===== src/rtl/serial_add_sub_pkg.sv =====
// -----------------------------------------------------------------------------
// serial_add_sub_pkg
// Shared types and constants for the bit-serial adder/subtractor.
//   state_t   : FSM encoding (IDLE / SHIFT / DONE)
//   DEF_W     : default operand width
//   cnt_w()   : bit-counter width for a given operand width
// -----------------------------------------------------------------------------
package serial_add_sub_pkg;

  typedef enum logic [1:0] {
    IDLE  = 2'b00,
    SHIFT = 2'b01,
    DONE  = 2'b10
  } state_t;

  localparam int DEF_W = 32;

  // The counter holds W-1 down to 0, which always fits in clog2(W) bits
  // for W >= 2.
  function automatic int cnt_w(input int w);
    return $clog2(w);
  endfunction

endpackage


===== src/rtl/serial_add_sub_if.sv =====
// -----------------------------------------------------------------------------
// serial_add_sub_if
// Request/result bundle for serial_add_sub.
//   start, sub, A, B                     : request (master -> slave)
//   Result, Cout, Overflow, Zero,
//   busy, valid                          : status/result (slave -> master)
// -----------------------------------------------------------------------------
interface serial_add_sub_if
  import serial_add_sub_pkg::*;
#(
  parameter int W = DEF_W
) ();

  logic         start;
  logic         sub;
  logic [W-1:0] A;
  logic [W-1:0] B;
  logic [W-1:0] Result;
  logic         Cout;
  logic         Overflow;
  logic         Zero;
  logic         busy;
  logic         valid;

  modport master (
    output start, sub, A, B,
    input  Result, Cout, Overflow, Zero, busy, valid
  );

  modport slave (
    input  start, sub, A, B,
    output Result, Cout, Overflow, Zero, busy, valid
  );

endinterface


===== src/rtl/Full_Adder_Gate.sv =====
// -----------------------------------------------------------------------------
// Full_Adder_Gate
// One-bit gate-level full adder.
//   A, B, Cin : addend bits and carry in
//   S         : sum bit
//   Cout      : carry out
// -----------------------------------------------------------------------------
module Full_Adder_Gate (
  input  logic A,
  input  logic B,
  input  logic Cin,
  output logic S,
  output logic Cout
);

  logic ab_x;
  logic ab_a;
  logic c_a;

  xor g_x0 (ab_x, A, B);
  xor g_x1 (S, ab_x, Cin);
  and g_a0 (ab_a, A, B);
  and g_a1 (c_a, ab_x, Cin);
  or  g_o0 (Cout, ab_a, c_a);

endmodule


===== src/rtl/serial_add_sub.sv =====
// -----------------------------------------------------------------------------
// serial_add_sub
// Bit-serial W-bit adder/subtractor using a single full-adder cell.
//   clk   : clock, rising edge
//   rst_n : asynchronous active-low reset
//   bus   : serial_add_sub_if slave
//           start/sub/A/B sampled in IDLE when no valid is pending;
//           Result, Cout, Overflow, Zero registered; busy in SHIFT;
//           valid is a one-cycle pulse W+2 clocks after start.
//
// state | meaning
// ------+-------------------------------------------------------------
// IDLE  | waiting for start (ignored while valid is high)
// SHIFT | one bit per clock through the full adder, LSB first
// DONE  | latch Cout/Overflow/Zero, raise valid on the next cycle
// -----------------------------------------------------------------------------
module serial_add_sub
  import serial_add_sub_pkg::*;
#(
  parameter int W = DEF_W
) (
  input  logic             clk,
  input  logic             rst_n,
  serial_add_sub_if.slave  bus
);

  localparam int CW = cnt_w(W);

  state_t          state_q, state_d;
  logic [W-1:0]    sa_q, sa_d;
  logic [W-1:0]    sb_q, sb_d;
  logic [W-1:0]    res_q, res_d;
  logic [CW-1:0]   cnt_q, cnt_d;
  logic            cy_q, cy_d;
  logic            cmsb_q, cmsb_d;
  logic            cout_q, cout_d;
  logic            ovf_q, ovf_d;
  logic            zero_q, zero_d;
  logic            valid_q, valid_d;

  logic            fa_s;
  logic            fa_c;

  Full_Adder_Gate u_fa (
    .A    (sa_q[0]),
    .B    (sb_q[0]),
    .Cin  (cy_q),
    .S    (fa_s),
    .Cout (fa_c)
  );

  always_comb begin
    state_d = state_q;
    sa_d    = sa_q;
    sb_d    = sb_q;
    res_d   = res_q;
    cnt_d   = cnt_q;
    cy_d    = cy_q;
    cmsb_d  = cmsb_q;
    cout_d  = cout_q;
    ovf_d   = ovf_q;
    zero_d  = zero_q;
    valid_d = 1'b0;

    case (state_q)
      IDLE: begin
        // valid_q high means the previous result is still being presented;
        // a start in that cycle is dropped rather than queued.
        if (bus.start && !valid_q) begin
          sa_d    = bus.A;
          sb_d    = bus.sub ? ~bus.B : bus.B;
          cy_d    = bus.sub;
          cnt_d   = CW'(W - 1);
          state_d = SHIFT;
        end
      end

      SHIFT: begin
        res_d = {fa_s, res_q[W-1:1]};
        sa_d  = {1'b0, sa_q[W-1:1]};
        sb_d  = {1'b0, sb_q[W-1:1]};
        cy_d  = fa_c;
        if (cnt_q == '0) begin
          // carry flop currently holds the carry into the MSB cell
          cmsb_d  = cy_q;
          state_d = DONE;
        end else begin
          cnt_d = cnt_q - 1'b1;
        end
      end

      DONE: begin
        cout_d  = cy_q;
        ovf_d   = cmsb_q ^ cy_q;
        zero_d  = (res_q == '0);
        valid_d = 1'b1;
        state_d = IDLE;
      end

      default: state_d = IDLE;
    endcase
  end

  always_ff @(posedge clk or negedge rst_n) begin
    if (!rst_n) begin
      state_q <= IDLE;
      sa_q    <= '0;
      sb_q    <= '0;
      res_q   <= '0;
      cnt_q   <= '0;
      cy_q    <= 1'b0;
      cmsb_q  <= 1'b0;
      cout_q  <= 1'b0;
      ovf_q   <= 1'b0;
      zero_q  <= 1'b0;
      valid_q <= 1'b0;
    end else begin
      state_q <= state_d;
      sa_q    <= sa_d;
      sb_q    <= sb_d;
      res_q   <= res_d;
      cnt_q   <= cnt_d;
      cy_q    <= cy_d;
      cmsb_q  <= cmsb_d;
      cout_q  <= cout_d;
      ovf_q   <= ovf_d;
      zero_q  <= zero_d;
      valid_q <= valid_d;
    end
  end

  assign bus.Result   = res_q;
  assign bus.Cout     = cout_q;
  assign bus.Overflow = ovf_q;
  assign bus.Zero     = zero_q;
  assign bus.busy     = (state_q == SHIFT);
  assign bus.valid    = valid_q;

endmodule


===== src/flat_wrapper.sv =====
// flat-port wrapper written by rule: the top's interface ports become plain ports
module serial_add_sub_flat import serial_add_sub_pkg::*;
#(
  parameter int W = DEF_W
)
  (clk, rst_n, bus_start, bus_sub, bus_A, bus_B, bus_Result, bus_Cout, bus_Overflow, bus_Zero, bus_busy, bus_valid);
  serial_add_sub_if #(.W(W)) bus_i ();
  input  logic clk;
  input  logic rst_n;
  input wire logic [$bits(bus_i.start)-1:0] bus_start;
  input wire logic [$bits(bus_i.sub)-1:0] bus_sub;
  input wire logic [$bits(bus_i.A)-1:0] bus_A;
  input wire logic [$bits(bus_i.B)-1:0] bus_B;
  output wire logic [$bits(bus_i.Result)-1:0] bus_Result;
  output wire logic [$bits(bus_i.Cout)-1:0] bus_Cout;
  output wire logic [$bits(bus_i.Overflow)-1:0] bus_Overflow;
  output wire logic [$bits(bus_i.Zero)-1:0] bus_Zero;
  output wire logic [$bits(bus_i.busy)-1:0] bus_busy;
  output wire logic [$bits(bus_i.valid)-1:0] bus_valid;
  assign bus_i.start = bus_start;
  assign bus_i.sub = bus_sub;
  assign bus_i.A = bus_A;
  assign bus_i.B = bus_B;
  assign bus_Result = bus_i.Result;
  assign bus_Cout = bus_i.Cout;
  assign bus_Overflow = bus_i.Overflow;
  assign bus_Zero = bus_i.Zero;
  assign bus_busy = bus_i.busy;
  assign bus_valid = bus_i.valid;
  serial_add_sub #(.W(W)) u_core (.clk(clk), .rst_n(rst_n), .bus(bus_i));
endmodule

===== config.mk =====
export PLATFORM = sky130hd
export DESIGN_NAME = serial_add_sub_flat
export DESIGN_NICKNAME = d
export VERILOG_FILES = /design/src/rtl/serial_add_sub_pkg.sv /design/src/rtl/serial_add_sub_if.sv /design/src/rtl/Full_Adder_Gate.sv /design/src/rtl/serial_add_sub.sv /design/src/flat_wrapper.sv
export SDC_FILE = /design/constraint.sdc
export NUM_CORES = 1
export LEC_CHECK = 0
export CAP_MARGIN = 20
export CELL_PAD_IN_SITES_DETAIL_PLACEMENT = 1
export CELL_PAD_IN_SITES_GLOBAL_PLACEMENT = 1
export CORE_UTILIZATION = 35
export CTS_BUF_LIST = sky130_fd_sc_hd__clkbuf_16
export CTS_CLUSTER_DIAMETER = 30
export CTS_CLUSTER_SIZE = 16
export DETAILED_ROUTE_END_ITERATION = 8
export GPL_TIMING_DRIVEN = 1
export HOLD_SLACK_MARGIN = 0.03
export MAX_ROUTING_LAYER = met4
export PLACE_DENSITY_LB_ADDON = 0.05
export SETUP_SLACK_MARGIN = 0.05
export SYNTH_ARGS = -nofsm -noshare
export SYNTH_HDL_FRONTEND = slang
export SYNTH_HIERARCHICAL = 1
export SYNTH_SLANG_ARGS = --single-unit

===== constraint.sdc =====
create_clock -name clk -period 1.3 [get_ports clk]
set_input_delay 0.26 -clock clk [delete_from_list [all_inputs] [get_ports clk]]
set_output_delay 0.26 -clock clk [all_outputs]
set_load 0.01 [all_outputs]

; ---- Word level (Yosys, flattened, before mapping)
; Cells that the tools add are included.
[totals]
ff_bits = 109
latch_bits = 0
mem_bits_rw = 0
rom_bits = 0
inputBits = 68
output_inout_bits = 37
wordCells = 48
mem_count = 0
[op_classes]
addsub = 1
n_mul = 0
div = 0
order_cmp = 0
n_eq_ne = 5
shifts = 0
mux = 14
n_bitwise = 7
reduce_logical = 10
[ops]
columns = op, count
row1 = $pmux W32 S2, 2
row2 = $mux W32, 3
row3 = $logic_not A32 Y1, 1
row4 = $not A32 Y32, 1
row5 = $mux W5, 2
row6 = $pmux W5 S2, 1
row7 = $reduce_and A2 Y1, 3
row8 = $logic_not A5 Y1, 1
row9 = $sub A5 B1 Y5 const B, 1
row10 = $mux W2, 2
row11 = $ne A2 B1 Y1 const B, 2
row12 = $pmux W2 S2, 1
row13 = $reduce_and A3 Y1, 1
row14 = $xor A1 B1 Y1, 3
row15 = $and A1 B1 Y1, 2
row16 = $eq A2 B1 Y1 const B, 1
row17 = $eq A2 B2 Y1 const B, 1
row18 = $logic_not A2 Y1, 1
row19 = $mux W1, 2
row20 = $ne A2 B2 Y1 const B, 1
row21 = $pmux W1 S2, 1
row22 = $reduce_bool A2 Y1, 1
row23 = $logic_and A1 B1 Y1, 1
row24 = $logic_not A1 Y1, 1
row25 = $or A1 B1 Y1, 1

; ---- Longest topological paths before layout
; Gate-level depths: netlist of the first run.
[depth]
word_depth = 4
mapped_depth = 6
depth_no_buf = 6

; ---- Modules after synthesis
; Netlist of the first run, hierarchy kept.
[modules_own_cells]
columns = mod, n_inst, cells_per_inst, area_each_um2, seq_area_each_um2
row1 = serial_add_sub, 1, 483, 4700.8, 2727.6
row2 = Full_Adder_Gate, 1, 1, 20.0, 0.0

; ---- Least setup slack after synthesis of the first run
; Ideal clock, no wire load.
[synth_timing]
kind = reg2reg
start = register u_core.valid_q (netlist: u_core/bus.valid)
end = register u_core.sb_q[17]
setup_ns = 0.126
arrival_time_ns = 1.341
path_slack_ns = -0.167
path_stages_with_launch = 6
n_path_buf = 2
cell_sequence = dfrtp_1 nand2b_1 a21o_1 buf_2 buf_2 a221o_1
[synth_between]
elab_chain_cells = 4
[synth_rtl]
columns = element, line_no
row1 = "start, declared", serial_add_sub.sv:39  ; logic valid_q, valid_d;
row2 = "start signal, assigned", serial_add_sub.sv:128  ; valid_q <= valid_d;
row3 = $logic_not A1 Y1, serial_add_sub.sv:69  ; if (bus.start && !valid_q) begin
row4 = $logic_and A1 B1 Y1, serial_add_sub.sv:69
row5 = $ne A2 B1 Y1 (no source line), -
row6 = $reduce_and A2 Y1 (no source line), -
row7 = "end signal, assigned", serial_add_sub.sv:108  ; sb_q <= '0;
row8 = "end signal, assigned", serial_add_sub.sv:120  ; sb_q <= sb_d;
row9 = "end, declared", serial_add_sub.sv:31  ; logic [W-1:0] sb_q, sb_d;
; Every way passes these cells.
; A chain may end at the register's enable or synchronous reset.

; ---- Worst setup path in the final report of the first run
[layout_timing]
start = register u_core.state_q[1]
end = register u_core.sa_q[30]
[layout_between]
elab_chain_cells = 3
word_cells_on_any_way = 6
cone_classes = eq/ne (2) / mux (1) / reduce/logical (3)
[layout_rtl]
columns = element, line_no
row1 = "start, declared", serial_add_sub.sv:29  ; state_t state_q, state_d;
row2 = "start signal, assigned", serial_add_sub.sv:118  ; state_q <= state_d;
row3 = $logic_not A2 Y1 / $eq A2 B1 Y1 (equally long branches), serial_add_sub.sv:65  ; case (state_q)
row4 = $ne A2 B1 Y1 (no source line) / $reduce_bool A2 Y1 (equally long branches), -
row5 = $reduce_and A2 Y1 (no source line), -
row6 = "end signal, assigned", serial_add_sub.sv:107  ; sa_q <= '0;
row7 = "end signal, assigned", serial_add_sub.sv:119  ; sa_q <= sa_d;
row8 = "end, declared", serial_add_sub.sv:30  ; logic [W-1:0] sa_q, sa_d;
; Several ways; a longest one is shown, not always the timed one.

==> impl_metrics.yaml, run 1 <==
status:
  run_status: "complete, but fails checks"
  violations: "setup timing"
synthesis:
  synth_commonest_cells: "110 x nand2_1, 109 x dfrtp_1, 95 x nor2_1"
  synth.most_common_cell: "nand2_1"
  synth_largest_area_cell: "dfrtp_1"
  syn-cell-area_um2: 4720
  synth_edf_count: 0
  syn_area_per_cell_um2: 9.75
  synth_area_leaders: "dfrtp_1 58%, nand2_1 8.7%, nor2_1 7.6%"
  ys_seq_elements: 109
  ys_types: 30
  yosysTopAreaCellShare: 0.578
  ys_warn_count: 6
  ys_async_sr_fraction: 1.00
  synthFlopType: "dfrtp_1"
  yosysSeqAreaShare: 0.578
  synthesis.nets: 554
  netlist_instances: 484
die:
  num_rows: 42
  die_h_um: 118
  core_area_um2: 13200
  boundaryPins: 105
  floorplan.initialDensity: 0.358
  dieArea_um2: 14000
  die_w_um: 118
timing:
  fmax_mhz: 660
  timing.final.crit_share: 1.17
  maxSlewHeadroom: 0.725
  skew_ns: 0.00666
  hold_violations: 0
  worst_slew_pin_slew_ns: 0.411
  fin_setup_tns_ns: -14.36
  min_period_ns: 1.52
  slew_violations: 0
  setup_violations: 96
  fin_ws_ns: -0.216
  rsz0062_at_grt: "true"
grt:
  antenna_found_initial: 0
  grt_overflow: 0
  grt.total_usage: 0.204
  first_global_vias: 4390
  grt_max_degree: 51
  grt_pass1_wl_um: 21900
layout:
  fillers: 1442
  syn_to_final_growth_pct: 62.5
  layout-drive-gt1-share: 0.344
  design_area_um2: 7670
  finalNetCount: 730
  num_antenna_cells: 0
critical_path:
  worst-r2r-setup-slack_ns: -0.22
  path_class: "flip-flop to flip-flop"
  crit_arrival_ns: 1.76
  worstSetupEndpointType: "flip-flop"
  rr_worst_depth: 5
  cp_max_fo: 9
  cp-start-kind: "flip-flop"
  reg2reg_from: "u_core/state_q[1]"
  r2r_end: "u_core/sa_q[30]"
  cp.required_ns: 1.54
detailed_routing:
  first_pass_iters: 4
  vias: 4352
  drc: 0
  wirelength_um: 15600
  vias_per_cell: 5.17
  dr.first_iter.drc_count: 281
  postRouteAntennaNets: 0
  wl_per_cell_um: 18.6
clock_tree:
  clockBufferDepth: 2
  cts-root-buf: "clkbuf_16"
  clkLatencyLatePin_ns: 0.35
  clock_sinks: 109
  tritoncts: "done"
  clk_pin_slew_ns: 0.07
  h-tree-depth: 3
  numCtsBuffers: 9
pwr:
  p_leak_nw: 3.50
  peakVddDrop_mv: 0.780
  powerDensity_nw_per_um2: 2420
place:
  place_area_um2: 6230
  globalplace.congestion: 0.735
  dp_hpwl_um: 8020
  port_buffers: 104
min_path:
  worstHoldPathType: "input pin to asynchronous set/reset pin"
run:
  max_cap_viol_count: 0
[power by group]
group / internal, mW / switching (mW) / total (mW)
clock network: 1.47 / 1.23 / 2.70
logic: 5.07 / 4.63 / 9.70
registers: 4.89 / 1.25 / 6.14
total: 11.4 / 7.12 / 18.5
[worst max path at each step]
stage	to	startpoint
2_1_floorplan	u_core/sa_q[3]	u_core/bus.valid
3_3_place_gp	u_core/sa_q[0]	bus_start
3_5_place_dp	u_core/sa_q[18]	bus_start
4_1_cts	u_core/sb_q[27]	u_core/bus.valid
5_1_grt	u_core/sa_q[30]	u_core/state_q[1]
6_report	u_core/sa_q[30]	u_core/state_q[1]
[logic make-up (layout without fill, tap and decap cells)]
family,count (synthesis),after routing,synth area share
multiplexers,2,2,0.00477
AO/OA/AOI/OAI,78,78,0.126
XOR/XNOR,34,34,0.0631
buffers and inverters,38,218,0.0368
flip-flops,109,109,0.578
AND/OR/NAND/NOR,221,222,0.184
adder cells (fa/ha/maj),2,2,0.00689
[sequential cells by signal (all words and copies together) (netlist names), 2 cells and up]
name / flops
u_core/sa_q: 32
u_core/cnt_q: 5
u_core/state_q: 2
u_core/sb_q: 32
u_core/bus.Result: 32
[per-layer routing]
metal / share of wire / GRT usage
met1: 0.43 / 0.249
met3: 0.039 / 0.0463
met2: 0.52 / 0.343
met5: 0 / -
met4: 0.0099 / 0.0481
[placed cells by master, fill, tap and decap left out, drive strengths merged]
master | Yosys | layout
bufinv | 0 | 1
dlygate4sd3 | 0 | 1
nand2 | 110 | 110
a22o | 1 | 1
clkinv | 0 | 4
clkbuf | 7 | 23
a21oi | 2 | 2
a2bb2oi | 2 | 2
inv | 6 | 7
xnor2 | 31 | 31
o31ai | 1 | 1
clkdlybuf4s50 | 0 | 65
o21ai | 7 | 7
nor3 | 2 | 2
a31oi | 1 | 1
nor4b | 1 | 1
nand4 | 2 | 2
xor2 | 3 | 3
dfrtp | 109 | 109
fa | 1 | 1
mux2 | 2 | 2
nand2b | 2 | 2
nor2 | 95 | 95
or3 | 1 | 2
ha | 1 | 1
nor4 | 8 | 8
a221o | 28 | 28
clkdlybuf4s15 | 0 | 2
a21o | 1 | 1
buf | 25 | 114
o22ai | 34 | 34
o21a | 1 | 1
clkinvlp | 0 | 1
[stage by stage]
stage | hold slack [ns] | util | power, mW | worst slack [ns] | cells
floorplan | -0.0356 | - | 9.72 | -0.103 | 484
global placement | 0.149 | 0.472 | 12.2 | -0.536 | 763
detailed placement | 0.149 | 0.472 | 12.6 | -0.577 | 763
CTS | 0.315 | 0.530 | 16.5 | -0.201 | 820
global route | 0.344 | 0.582 | 19.6 | -0.248 | 841
finish | 0.318 | 0.582 | 18.5 | -0.216 | 841
[area by class of cell]
type | instances | area [um2] | area share
multi-input combinational | 338 | 2400 | 0.312
tap | 176 | 220 | 0.0287
clock inverter | 7 | 57.6 | 0.00750
clock buffer | 9 | 225 | 0.0294
inverter | 6 | 30.0 | 0.00391
timing repair buffer | 196 | 2010 | 0.262
sequential | 109 | 2730 | 0.356
[critical path, cell delays in order (launching register included)]
cell,delay (ns)
dfrtp_1,0.39
buf_6,0.14
or3_4,0.49
clkbuf_16,0.21
o22ai_2,0.10
nor2_1,0.07
[what timing repair did]
item	CTS	global route
buffers inserted	39	8
pin swaps	11	15
setup endpoints to repair	135	110
cloned	2	14
endpoints found under the hold margin	15	0
hold buffers	1	0
gates resized for setup	186	92
(Power assumes the default switching activity.)
==> inputs of run 2 (changes only) <==
--- a/config.mk
+++ b/config.mk
@@ -8,7 +8,8 @@
 export CAP_MARGIN = 20
 export CELL_PAD_IN_SITES_DETAIL_PLACEMENT = 1
 export CELL_PAD_IN_SITES_GLOBAL_PLACEMENT = 1
-export CORE_UTILIZATION = 35
+export CORE_ASPECT_RATIO = 1.5
+export CORE_UTILIZATION = 38
 export CTS_BUF_LIST = sky130_fd_sc_hd__clkbuf_16
 export CTS_CLUSTER_DIAMETER = 30
 export CTS_CLUSTER_SIZE = 16
==> constraint.sdc (replaced) <==
create_clock -name clk -period 1.5 [get_ports clk]
set_input_delay 0.3 -clock clk [delete_from_list [all_inputs] [get_ports clk]]
set_output_delay 0.3 -clock clk [all_outputs]
set_load 0.01 [all_outputs]
==> run 2 against run 1 <==
Effect of this change: the flow now finishes without violations; die area decreased by 7.7%; total power decreased by 25%; clock skew decreased by 0.00087 ns; critical path depth unchanged; largest power group unchanged.
==> impl_metrics.yaml, run 2 (same netlist as run 1, synthesis figures left out) <==
clock_tree:
  clkLatencyLatePin_ns: 0.34
  h-tree-depth: 3
  clk_pin_slew_ns: 0.07
  tritoncts: "done"
  numCtsBuffers: 9
  clock_sinks: 109
  cts-root-buf: "clkbuf_16"
  clockBufferDepth: 2
critical_path:
  critPathBufInv: 2
  cpPeakStageDelay_ns: 0.38
  cp_max_fo: 16
  critical_path.slowest_cell: "dfrtp_1"
  crit_arrival_ns: 1.69
  cp.required_ns: 1.72
  crit_family: "compound AO/OA/AOI/OAI gates"
  path_class: "flip-flop to flip-flop"
  worstSetupEndpointType: "flip-flop"
  crit_chain: "nand2b_4, buf_6, a21o_4, buf_12, a221o_1"
  cp-start-kind: "flip-flop"
grt:
  antenna_found_initial: 0
  first_global_vias: 4140
  grt_max_degree: 71
  grt_pass1_wl_um: 20100
  grt.total_usage: 0.203
  grt_overflow: 0
detailed_routing:
  dr.first_iter.drc_count: 150
  drc: 0
  vias: 4013
  vias_per_cell: 5.17
  postRouteAntennaNets: 0
  wirelength_um: 13300
  wl_per_cell_um: 17.1
  first_pass_iters: 4
pwr:
  internal-power_mw: 8.69
  switching_power_mw: 5.13
  peakVddDrop_mv: 0.710
  powerDensity_nw_per_um2: 2020
  p_total_mw: 13.8
  clkPwrFrac: 0.167
  combPwrFrac: 0.461
  p_seq_frac: 0.372
  netSwitchingFraction: 0.371
  p_leak_nw: 3.19
die:
  floorplan.initialDensity: 0.391
  core_area_um2: 12100
  die_h_um: 139
  num_rows: 49
  boundaryPins: 105
  die_w_um: 93.0
  dieArea_um2: 12900
layout:
  finalNetCount: 688
  stdcell_count: 776
  num_antenna_cells: 0
  utilization: 0.565
  fillers: 1334
  seqCellArea_um2: 2730
  final_cell_mix: "110 x nand2_1, 109 x dfrtp_1, 88 x nor2_1"
  final_common_cell: "nand2_1"
  syn_to_final_growth_pct: 44.6
  layout-drive-gt1-share: 0.156
  design_area_um2: 6820
  multi_input_area_um2: 1980
timing:
  skew_ns: 0.00579
  fin_setup_tns_ns: 0
  rsz0062_at_grt: "true"
  hold_violations: 0
  maxSlewHeadroom: 0.732
  fin_ws_ns: 0.0266
  hold-worst-slack_ns: 0.451
  fmax_mhz: 679
  worst_slew_pin_slew_ns: 0.402
  min_period_ns: 1.47
  slew_violations: 0
  timing.final.crit_share: 0.982
  setup_violations: 0
place:
  dp_slack_ns: -0.422
  globalplace.congestion: 0.721
  place_area_um2: 6060
  placedCellCount: 731
  dp_hpwl_um: 7830
  port_buffers: 104
status:
  run_status: "completed"
min_path:
  worstHoldPathType: "input pin to flip-flop"
run:
  max_cap_viol_count: 0
## run 2: cell types whose count changed in the layout (fill, tap and decap cells not counted), sizes merged
cell,before,now
clkinv,4,5
buf,114,47
clkinvlp,1,0
clkdlybuf4s15,2,1
clkbuf,23,15
dlygate4sd2,0,36
or3,2,1
clkdlybuf4s50,65,64
## run 2: area by class of cell
class                   instances  area share
repair buffers                155       0.238
flip-flops and latches        109       0.400
multi-input cells             337       0.290
clock inverters                 7     0.00843
inverters                       6     0.00330
clock buffers                   9      0.0330
well taps                     153      0.0281
## run 2: worst paths after layout
check / start / endpoint / slack [ns] / cells after the start
worst max register to register: u_core/bus.valid / u_core/sb_q[22] / 0.03 / 5
min in group asynchronous: rst_n / u_core/bus.Result[9] / 0.49 / 3
worst min register to register: u_core/sb_q[29] / u_core/sb_q[29] / 0.50 / 2
worst min-delay path: bus_sub / u_core/cy_q / 0.45 / 4
worst max-delay path: u_core/bus.valid / u_core/sb_q[22] / 0.03 / 5
max in group asynchronous: rst_n / u_core/bus.Result[25] / 0.66 / 3
## run 2: what timing repair did
item	in CTS	in global routing
cloned	0	9
hold endpoints to repair	109	0
buffers inserted	14	5
hold buffers	1	0
pin swaps	0	6
setup endpoints to repair	102	75
resized for setup	46	33
## run 2: per-layer routing
layer | track usage | vias to the layer above | part of all wire
li1 | - | 1906 | -
met1 | 0.243 | 2022 | 0.41
met2 | 0.349 | 71 | 0.55
met3 | 0.0297 | 14 | 0.023
met4 | 0.0648 | 0 | 0.014
met5 | - | - | 0
## run 2: worst register-to-register path, delay by kind of cell (launching register included)
kind / cells / cell delay (ns)
DFF: 1 / 0.38
buffers and inverters: 2 / 0.28
and+or+nand+nor: 1 / 0.15
AOI/OAI and AO/OA: 2 / 0.55
## run 2: power by group through the flow
stage | Sequential, mW | Clock, mW | Combinational [mW]
floorplan | 5.14 | 0 | 3.16
global placement | 5.19 | 0 | 5.14
detailed placement | 5.24 | 0 | 5.39
CTS | 5.11 | 2.38 | 5.55
global route | 5.29 | 2.47 | 7.05
finish | 5.14 | 2.31 | 6.37
==> inputs of run 3 (changes only) <==
--- a/config.mk
+++ b/config.mk
@@ -15,10 +15,11 @@
 export CTS_CLUSTER_SIZE = 16
 export DETAILED_ROUTE_END_ITERATION = 8
 export GPL_TIMING_DRIVEN = 1
-export HOLD_SLACK_MARGIN = 0.03
+export HOLD_SLACK_MARGIN = 0.08
 export MAX_ROUTING_LAYER = met4
 export PLACE_DENSITY_LB_ADDON = 0.05
 export SETUP_SLACK_MARGIN = 0.05
+export SKIP_CTS_REPAIR_TIMING = 1
 export SYNTH_ARGS = -nofsm -noshare
 export SYNTH_HDL_FRONTEND = slang
 export SYNTH_HIERARCHICAL = 1
==> run 3 against run 2 <==
Effect of this change: the run now ends with setup timing left; critical path depth unchanged; global-route usage decreased by 0.54 points; sequential share of layout area decreased by 3.4 points; clock skew increased by 0.0022 ns; clock-buffer cell count unchanged; via count increased by 4.4%; combinational power increased by 17%; sequential power increased by 3%; critical path type unchanged.
==> impl_metrics.yaml, run 3 (same netlist as run 1, synthesis figures left out) <==
status:
  run_status: "complete, but fails checks"
  violations: "setup timing"
critical_path:
  crit_arrival_ns: 1.73
  cp_max_fo: 8
  cp.required_ns: 1.72
  cp-start-kind: "flip-flop"
  path_class: "flip-flop to flip-flop"
  worstSetupEndpointType: "flip-flop"
pwr:
  p_total_mw: 15.1
  internal-power_mw: 9.37
  switching_power_mw: 5.70
  p_leak_nw: 3.70
  netSwitchingFraction: 0.378
  p_seq_frac: 0.350
  powerDensity_nw_per_um2: 2020
  clkPwrFrac: 0.156
  peakVddDrop_mv: 0.859
  combPwrFrac: 0.494
grt:
  antenna_found_initial: 0
  grt_max_degree: 71
  use_met2: 0.336
  grt_most_used_layer: "met2"
  grt_pass1_wl_um: 19600
  gr-usage-met1: 0.239
  grt_use_met3: 0.0297
  first_global_vias: 4039
  grt_overflow: 0
  grt.total_usage: 0.198
timing:
  fmax_mhz: 661
  hold_violations: 0
  fin_setup_tns_ns: -0.0182
  min_period_ns: 1.51
  slew_violations: 0
  setup_violations: 3
  hold-worst-slack_ns: 0.481
  skew_ns: 0.00797
  maxSlewHeadroom: 0.642
  timing.final.crit_share: 1.01
  rsz0062_at_grt: "true"
  fin_ws_ns: -0.0119
  worst_slew_pin_slew_ns: 0.537
die:
  dieArea_um2: 12900
  die_h_um: 139
  num_rows: 49
  core_area_um2: 12100
  die_w_um: 93.0
  floorplan.initialDensity: 0.391
  boundaryPins: 105
clock_tree:
  clk_pin_slew_ns: 0.07
  cts-root-buf: "clkbuf_16"
  h-tree-depth: 3
  clkLatencyLatePin_ns: 0.35
  clock_sinks: 109
  numCtsBuffers: 9
  tritoncts: "done"
  clockBufferDepth: 2
layout:
  seqCellArea_um2: 2730
  final_cell_mix: "109 x nand2_1, 109 x dfrtp_1, 68 x nor2_1"
  layout-drive-gt1-share: 0.244
  finalNetCount: 693
  syn_to_final_growth_pct: 58.0
  multi_input_area_um2: 2350
  fillers: 1281
  num_antenna_cells: 0
  design_area_um2: 7460
  utilization: 0.618
detailed_routing:
  wl_per_cell_um: 18.8
  dr.first_iter.drc_count: 142
  first_pass_iters: 4
  wirelength_um: 14700
  vias_per_cell: 5.36
  vias: 4188
  postRouteAntennaNets: 0
  drc: 0
place:
  globalplace.congestion: 0.721
  place_area_um2: 6060
  port_buffers: 104
  dp_hpwl_um: 7830
run:
  max_cap_viol_count: 0
min_path:
  worstHoldPathType: "input pin to asynchronous set/reset pin"
[run 3: cell count changes in the layout (fill, tap and decap cells not counted), sizes merged]
cell / delta
dlymetal6s2s: +36
buf: +2
clkbuf: +4
dlygate4sd2: -36
clkdlybuf4s15: -1
[run 3: per-stage QoR]
stage                     cells  setup slack, ns
after floorplan             484           0.0502
after global placement      731           -0.376
after detailed placement    731           -0.422
after CTS                   747           -0.441
after global routing        781          -0.0633
final                       781          -0.0119
[run 3: worst paths after layout]
| check | slack, ns | end | cells past startpoint | from |
|---|---|---|---|---|
| setup / recovery | -0.01 | u_core/sb_q[22] | 5 | u_core/bus.valid |
| max in group asynchronous | 0.64 | u_core/sb_q[31] | 3 | rst_n |
| min in group clk | 0.49 | u_core/bus.Zero | 2 | u_core/bus.Zero |
| hold / removal | 0.48 | u_core/bus.Result[9] | 3 | rst_n |
| setup reg to reg | -0.01 | u_core/sb_q[22] | 5 | u_core/bus.valid |
| hold reg to reg | 0.49 | u_core/bus.Zero | 2 | u_core/bus.Zero |
[run 3: per-layer routing]
layer / wire, um / share of wire
met1: 5770 / 0.39
met2: 7890 / 0.54
met3: 463 / 0.032
met4: 566 / 0.039
met5: 0 / 0
[run 3: final cells by class]
cell class | instances | area share
multi-input cells | 337 | 0.315
flip-flops and latches | 109 | 0.366
repair buffers | 160 | 0.253
well taps | 153 | 0.0257
inverters | 6 | 0.00302
clock buffers | 9 | 0.0302
clock inverters | 7 | 0.00772
[run 3: power groups by stage]
stage	Clock, mW	Sequential [mW]	Combinational [mW]
2_1_floorplan	0	5.14	3.16
3_3_place_gp	0	5.19	5.14
3_5_place_dp	0	5.24	5.39
4_1_cts	2.38	5.21	5.39
5_1_grt	2.48	5.44	8.08
6_report	2.34	5.28	7.45
[run 3: critical path: stages, from the launching register on]
cell       delay (ns)
dfrtp_1          0.38
nand2b_4         0.15
buf_6            0.12
a21o_4           0.25
clkbuf_16        0.18
a221o_1          0.30
